<file path="src/rtl/matvec_pkg.sv">
// matvec_pkg: shared FSM states, result modes and accumulator sizing for matvec_engine
package matvec_pkg;

    typedef enum logic [1:0] {IDLE, ISSUE, DRAIN, DONE} state_t;

    localparam logic MODE_WRAP = 1'b0;
    localparam logic MODE_SAT  = 1'b1;

    // Wide enough for N full-scale products plus one full-scale bias term
    function automatic int acc_width(input int w, input int n);
        return 2 * w + $clog2(n) + 1;
    endfunction

endpackage

</file>
<file path="src/rtl/matvec_row_dot.sv">
// matvec_row_dot: one row dot product plus bias, wrapped or saturated to W bits
module matvec_row_dot
    import matvec_pkg::*;
#(
    parameter int N = 16,
    parameter int W = 8
) (
    input  logic [N*W-1:0] q_i,
    input  logic [N*W-1:0] x_i,
    input  logic [W-1:0]   b_i,
    input  logic           mode_i,
    output logic [W-1:0]   y_o
);

    localparam int ACC_W = acc_width(W, N);

    logic [ACC_W-1:0] acc;

    // Sum of all N products plus bias, then reduce to W bits by the selected mode
    always_comb begin
        acc = ACC_W'(b_i);
        for (int c = 0; c < N; c++) acc = acc + ACC_W'(q_i[c*W +: W]) * ACC_W'(x_i[c*W +: W]);
        y_o = (mode_i == MODE_SAT && |acc[ACC_W-1:W]) ? {W{1'b1}} : acc[W-1:0];
    end

endmodule

</file>
<file path="src/rtl/matvec_engine.sv">
// matvec_engine: y = A*x + b with A streamed row-by-row from a one-cycle-latency row memory
module matvec_engine
    import matvec_pkg::*;
#(
    parameter int N = 16,
    parameter int W = 8,
    localparam int AW = $clog2(N)
) (
    input  logic           CLK,
    input  logic           RST_N,
    input  logic           start,
    input  logic           sat_en,
    input  logic [N*W-1:0] vector_x,
    input  logic [N*W-1:0] vector_b,
    input  logic [N*W-1:0] Q,
    output logic [AW-1:0]  A,
    output logic [N*W-1:0] vector_y,
    output logic           busy,
    output logic           finish
);

    state_t         state_q, state_d;
    logic [AW-1:0]  a_q, a_d, wr_row;
    logic [N*W-1:0] x_q, b_q, y_q;
    logic           sat_q, wr_en;
    logic [W-1:0]   row_y;

    // Q lags A by one cycle, so the row being written is A-1 in ISSUE and A (= N-1) in DRAIN
    assign wr_en  = state_q == DRAIN || (state_q == ISSUE && a_q != '0);
    assign wr_row = state_q == DRAIN ? a_q : a_q - 1'b1;

    matvec_row_dot #(.N(N), .W(W)) u_row_dot (
        .q_i   (Q),
        .x_i   (x_q),
        .b_i   (b_q[wr_row*W +: W]),
        .mode_i(sat_q),
        .y_o   (row_y)
    );

    // Next state and row address
    always_comb begin
        state_d = state_q;
        a_d     = a_q;
        case (state_q)
            IDLE:    if (start) state_d = ISSUE;
            ISSUE:   if (a_q == AW'(N - 1)) state_d = DRAIN; else a_d = a_q + 1'b1;
            DRAIN:   state_d = DONE;
            default: begin
                state_d = IDLE;
                a_d     = '0;
            end
        endcase
    end

    // State, address, operand latches and result rows
    always_ff @(posedge CLK or negedge RST_N) begin
        if (!RST_N) begin
            state_q <= IDLE;
            a_q     <= '0;
            x_q     <= '0;
            b_q     <= '0;
            sat_q   <= MODE_WRAP;
            y_q     <= '0;
        end else begin
            state_q <= state_d;
            a_q     <= a_d;
            if (state_q == IDLE && start) begin
                x_q   <= vector_x;
                b_q   <= vector_b;
                sat_q <= sat_en;
            end
            if (wr_en) y_q[wr_row*W +: W] <= row_y;
        end
    end

    assign A        = a_q;
    assign vector_y = y_q;
    assign busy     = state_q == ISSUE || state_q == DRAIN;
    assign finish   = state_q == DONE;

endmodule

</file>
<file path="config.mk">
export PLATFORM = sky130hd
export DESIGN_NAME = matvec_engine
export DESIGN_NICKNAME = d
export VERILOG_FILES = /design/src/rtl/matvec_pkg.sv /design/src/rtl/matvec_row_dot.sv /design/src/rtl/matvec_engine.sv
export SDC_FILE = /design/constraint.sdc
export NUM_CORES = 2
export LEC_CHECK = 0
export CAP_MARGIN = 15
export CORE_ASPECT_RATIO = 1.5
export CORE_MARGIN = 1
export CORE_UTILIZATION = 48
export CTS_CLUSTER_DIAMETER = 50
export CTS_CLUSTER_SIZE = 28
export DETAILED_ROUTE_END_ITERATION = 10
export PLACE_DENSITY_LB_ADDON = 0.15
export SLEW_MARGIN = 20
export SYNTH_ARGS = -nofsm -noshare
export SYNTH_HDL_FRONTEND = slang
export SYNTH_SLANG_ARGS = --single-unit
</file>
<file path="constraint.sdc">
create_clock -name CLK -period 16 [get_ports CLK]
set_input_delay 3.2 -clock CLK [delete_from_list [all_inputs] [get_ports CLK]]
set_output_delay 3.2 -clock CLK [all_outputs]
set_load 0.02 [all_outputs]
</file>
==> results by group <==
Run status
  – Run status: finished clean

Floorplan
  – Core region area: 0.107 sq mm
  – Die ar.: 0.109 sq mm
  – Top Ports: 522
  – Overall die width: 270 um
  – Starting Density: 0.484
  – Die height: 404 um
  – Core Rows: 147

Final layout
  – Fillers: 9353
  – Post-route cell area: between 0.06 and 0.07 sq mm
  – Nets: between 7000 and 8000
  – Layout overhead on the synthesized area: 16.4%
  – Layout cells sized above 1: 0.0907
  – Non-filler cells, final: 6632

Yosys
  – Number of flops mapped to enable cells by yosys: 0
  – Register area share after synthesis: 0.189
  – Top cells by area, synth: fa_1 (38%), dfrtp_1 (19%), ha_1 (11%), and2_1 (9.5%), inv_1 (6.8%)
  – Post-synth ARST share: 1.00
  – Count leader, synth: fa_1
  – Flops & latches, synth: 391
  – Yosys top cell area share: 0.383
  – Mapped Avg Cell Area: 11.1 sq um
  – Post-synth top flop: dfrtp_1
  – Syn Inst Count: 4660
  – Cell variety after synth: between 60 and 70
  – Cell taking the most area after synthesis: fa_1
  – Syn. warnings: 0
  – Top cells by count, synth: fa_1 (990), inv_1 (935), and2_1 (783)
  – Mapped Area: 0.0517 sq mm
  – Syn_nets: 6503

GRT
  – Global-route wire length before repair: between 200 and 250 mm
  – Number of global-route vias before repair: 39300
  – Total gr overflow: 0
  – GRT Total Usage: 0.295
  – Pin count of the biggest net entering global routing: 85
  – Initial antenna violation count: 12

CTS
  – Bufs on Longest Clock Path: 3
  – Post-cts resize count: 0
  – Setup Buffers After CTS: 0
  – Hold Buf Count CTS: 0
  – H-tree level count: 2
  – Clock sinks: ~400
  – Clk root buf: clkbuf_16
  – CTS tree: built
  – Cts bufs inserted: 44
  – Clk slew on worst S/H paths: 60 ps
  – Worst-skew pair later-pin latency: 670 ps

Worst setup path
  – Required @ worst endpoint: about 16000 ps
  – CP most frequent cell: fa_1
  – Critical-path top delay cell: clkdlybuf4s50_1
  – Element type at the critical path end: flip-flop
  – Crit path kind: in -> reg
  – Arrival @ worst endpoint: 15150 ps
  – CP Max Fanout: 16
  – Setup crit start kind: input port
  – CP peak stage delay: 630 ps

Timing
  – Final hold violation count: 0
  – Final slew viol count: 0
  – Rel. slew slack: 0.347
  – Fmax: 68.2 MHz
  – Setup Skew: 46.7 ps
  – Final setup violation count: 0
  – RSZ-0062 raised after global routing: false
  – Worst hold margin: 480 ps
  – Final period utilization: 0.916
  – Final min period: 14660 ps
  – Total negative slack: 0 ps
  – Worst slew pin tran: 980 ps

Drt
  – Detailed Route WL: 153 mm
  – Remaining DRCs: 0
  – Detailed-routed wire length on met2: 83.6 mm
  – Vias/cell: 5.15
  – Vias: 34200
  – Initial drt markers: 1532
  – Wirelength per Cell: 23.1 um
  – DRT Pass-1 Iters: 7
  – Routed wl met3: roughly 8.4 mm
  – Post-detailed-route count of antenna-violating nets: 0
  – M1 WL: approximately 54 mm
  – Top Layer Used: met5

Place
  – Dpl cell area: 0.0586 sq mm
  – Placed cell count: about 6500
  – HPWL after DPL: approximately 140 mm
  – Port bufs: 521
  – Routability cong.: 0.968

Run
  – MaxCap Viol Count: 0

Worst hold path
  – Hold crit path type: reg -> reg
metal layers:
layer  global-route usage  vias up
met4                0.120       18
met2                0.557      763
met5                    0        -
li1                     -    15200
met1                0.316    17900
met3               0.0611      242
per-stage QoR:
step | setup slack, ps | utilization
2_1_floorplan | 2100 | -
3_3_place_gp | 854 | 0.549
3_5_place_dp | 631 | 0.549
4_1_cts | 1320 | 0.564
5_1_grt | 739 | 0.564
6_report | 1340 | 0.564
registers in the layout, summed over array words and instances, names as in the netlist:
name and count:
A 4, b_q 128, sat_q 1, state_q 2, vector_y 128, x_q 128
path summary, 6_finish.rpt:
kind	startpoint	endpoint	slack [ps]	cells after the start
worst max-delay path	Q[6]	vector_y[127]	1340	36
worst min-delay path	vector_y[72]	vector_y[72]	480	2
worst max register to register	state_q[0]	vector_y[127]	1700	41
worst min register to register	vector_y[72]	vector_y[72]	480	2
max in group asynchronous	RST_N	x_q[69]	10570	4
min in group asynchronous	RST_N	x_q[85]	2570	1
cells by family (layout without fill, tap and decap cells):
group,count (synthesis),count (layout),synth area share
xor+xnor,26,26,0.00455
buf+inv,1010,1565,0.0743
mux,301,301,0.0742
simple gates,1271,1271,0.134
fa+ha+maj,1455,1455,0.496
flops,391,391,0.189
compound gates,206,206,0.0283
other cells,0,2,0
critical path: cells and delay by family:
| family | cells | cell delay (ps) |
|---|---|---|
| and+or+nand+nor | 5 | 1000 |
| xor gates and xnor gates | 1 | 230 |
| buffers and inverters | 6 | 1120 |
| adders and majority gates | 16 | 7720 |
| AOI/OAI and AO/OA | 8 | 1860 |
layout make-up:
type	count	area [sq um]	share of cell area
Clock buffer	47	1110	0.0185
Tap cell	1415	1770	0.0294
Multi-Input combinational cell	3259	38100	0.633
Antenna cell	2	5.00	0.0000831
Inverter	935	3510	0.0583
Sequential cell	391	9780	0.162
Timing Repair Buffer	548	5440	0.0902
Clock inverter	35	492	0.00816
cell usage in the layout (no fill, tap or decap), types with 23 or more instances in the layout:
cell type | Yosys | layout
dfrtp_1 | 391 | 391
mux4_2 | 40 | 40
clkbuf_16 | 0 | 44
mux2_2 | 259 | 259
nand2_1 | 406 | 405
clkdlybuf4s50_1 | 0 | 520
inv_1 | 935 | 935
ha_1 | 465 | 465
o21ai_1 | 43 | 43
o21ai_0 | 60 | 60
fa_1 | 990 | 990
buf_4 | 4 | 26
a21oi_1 | 23 | 23
o21ai_2 | 37 | 37
and2_1 | 783 | 783
Power is not shown: default switching activity piles up to over one toggle a cycle in this logic, so the estimate is an artifact.
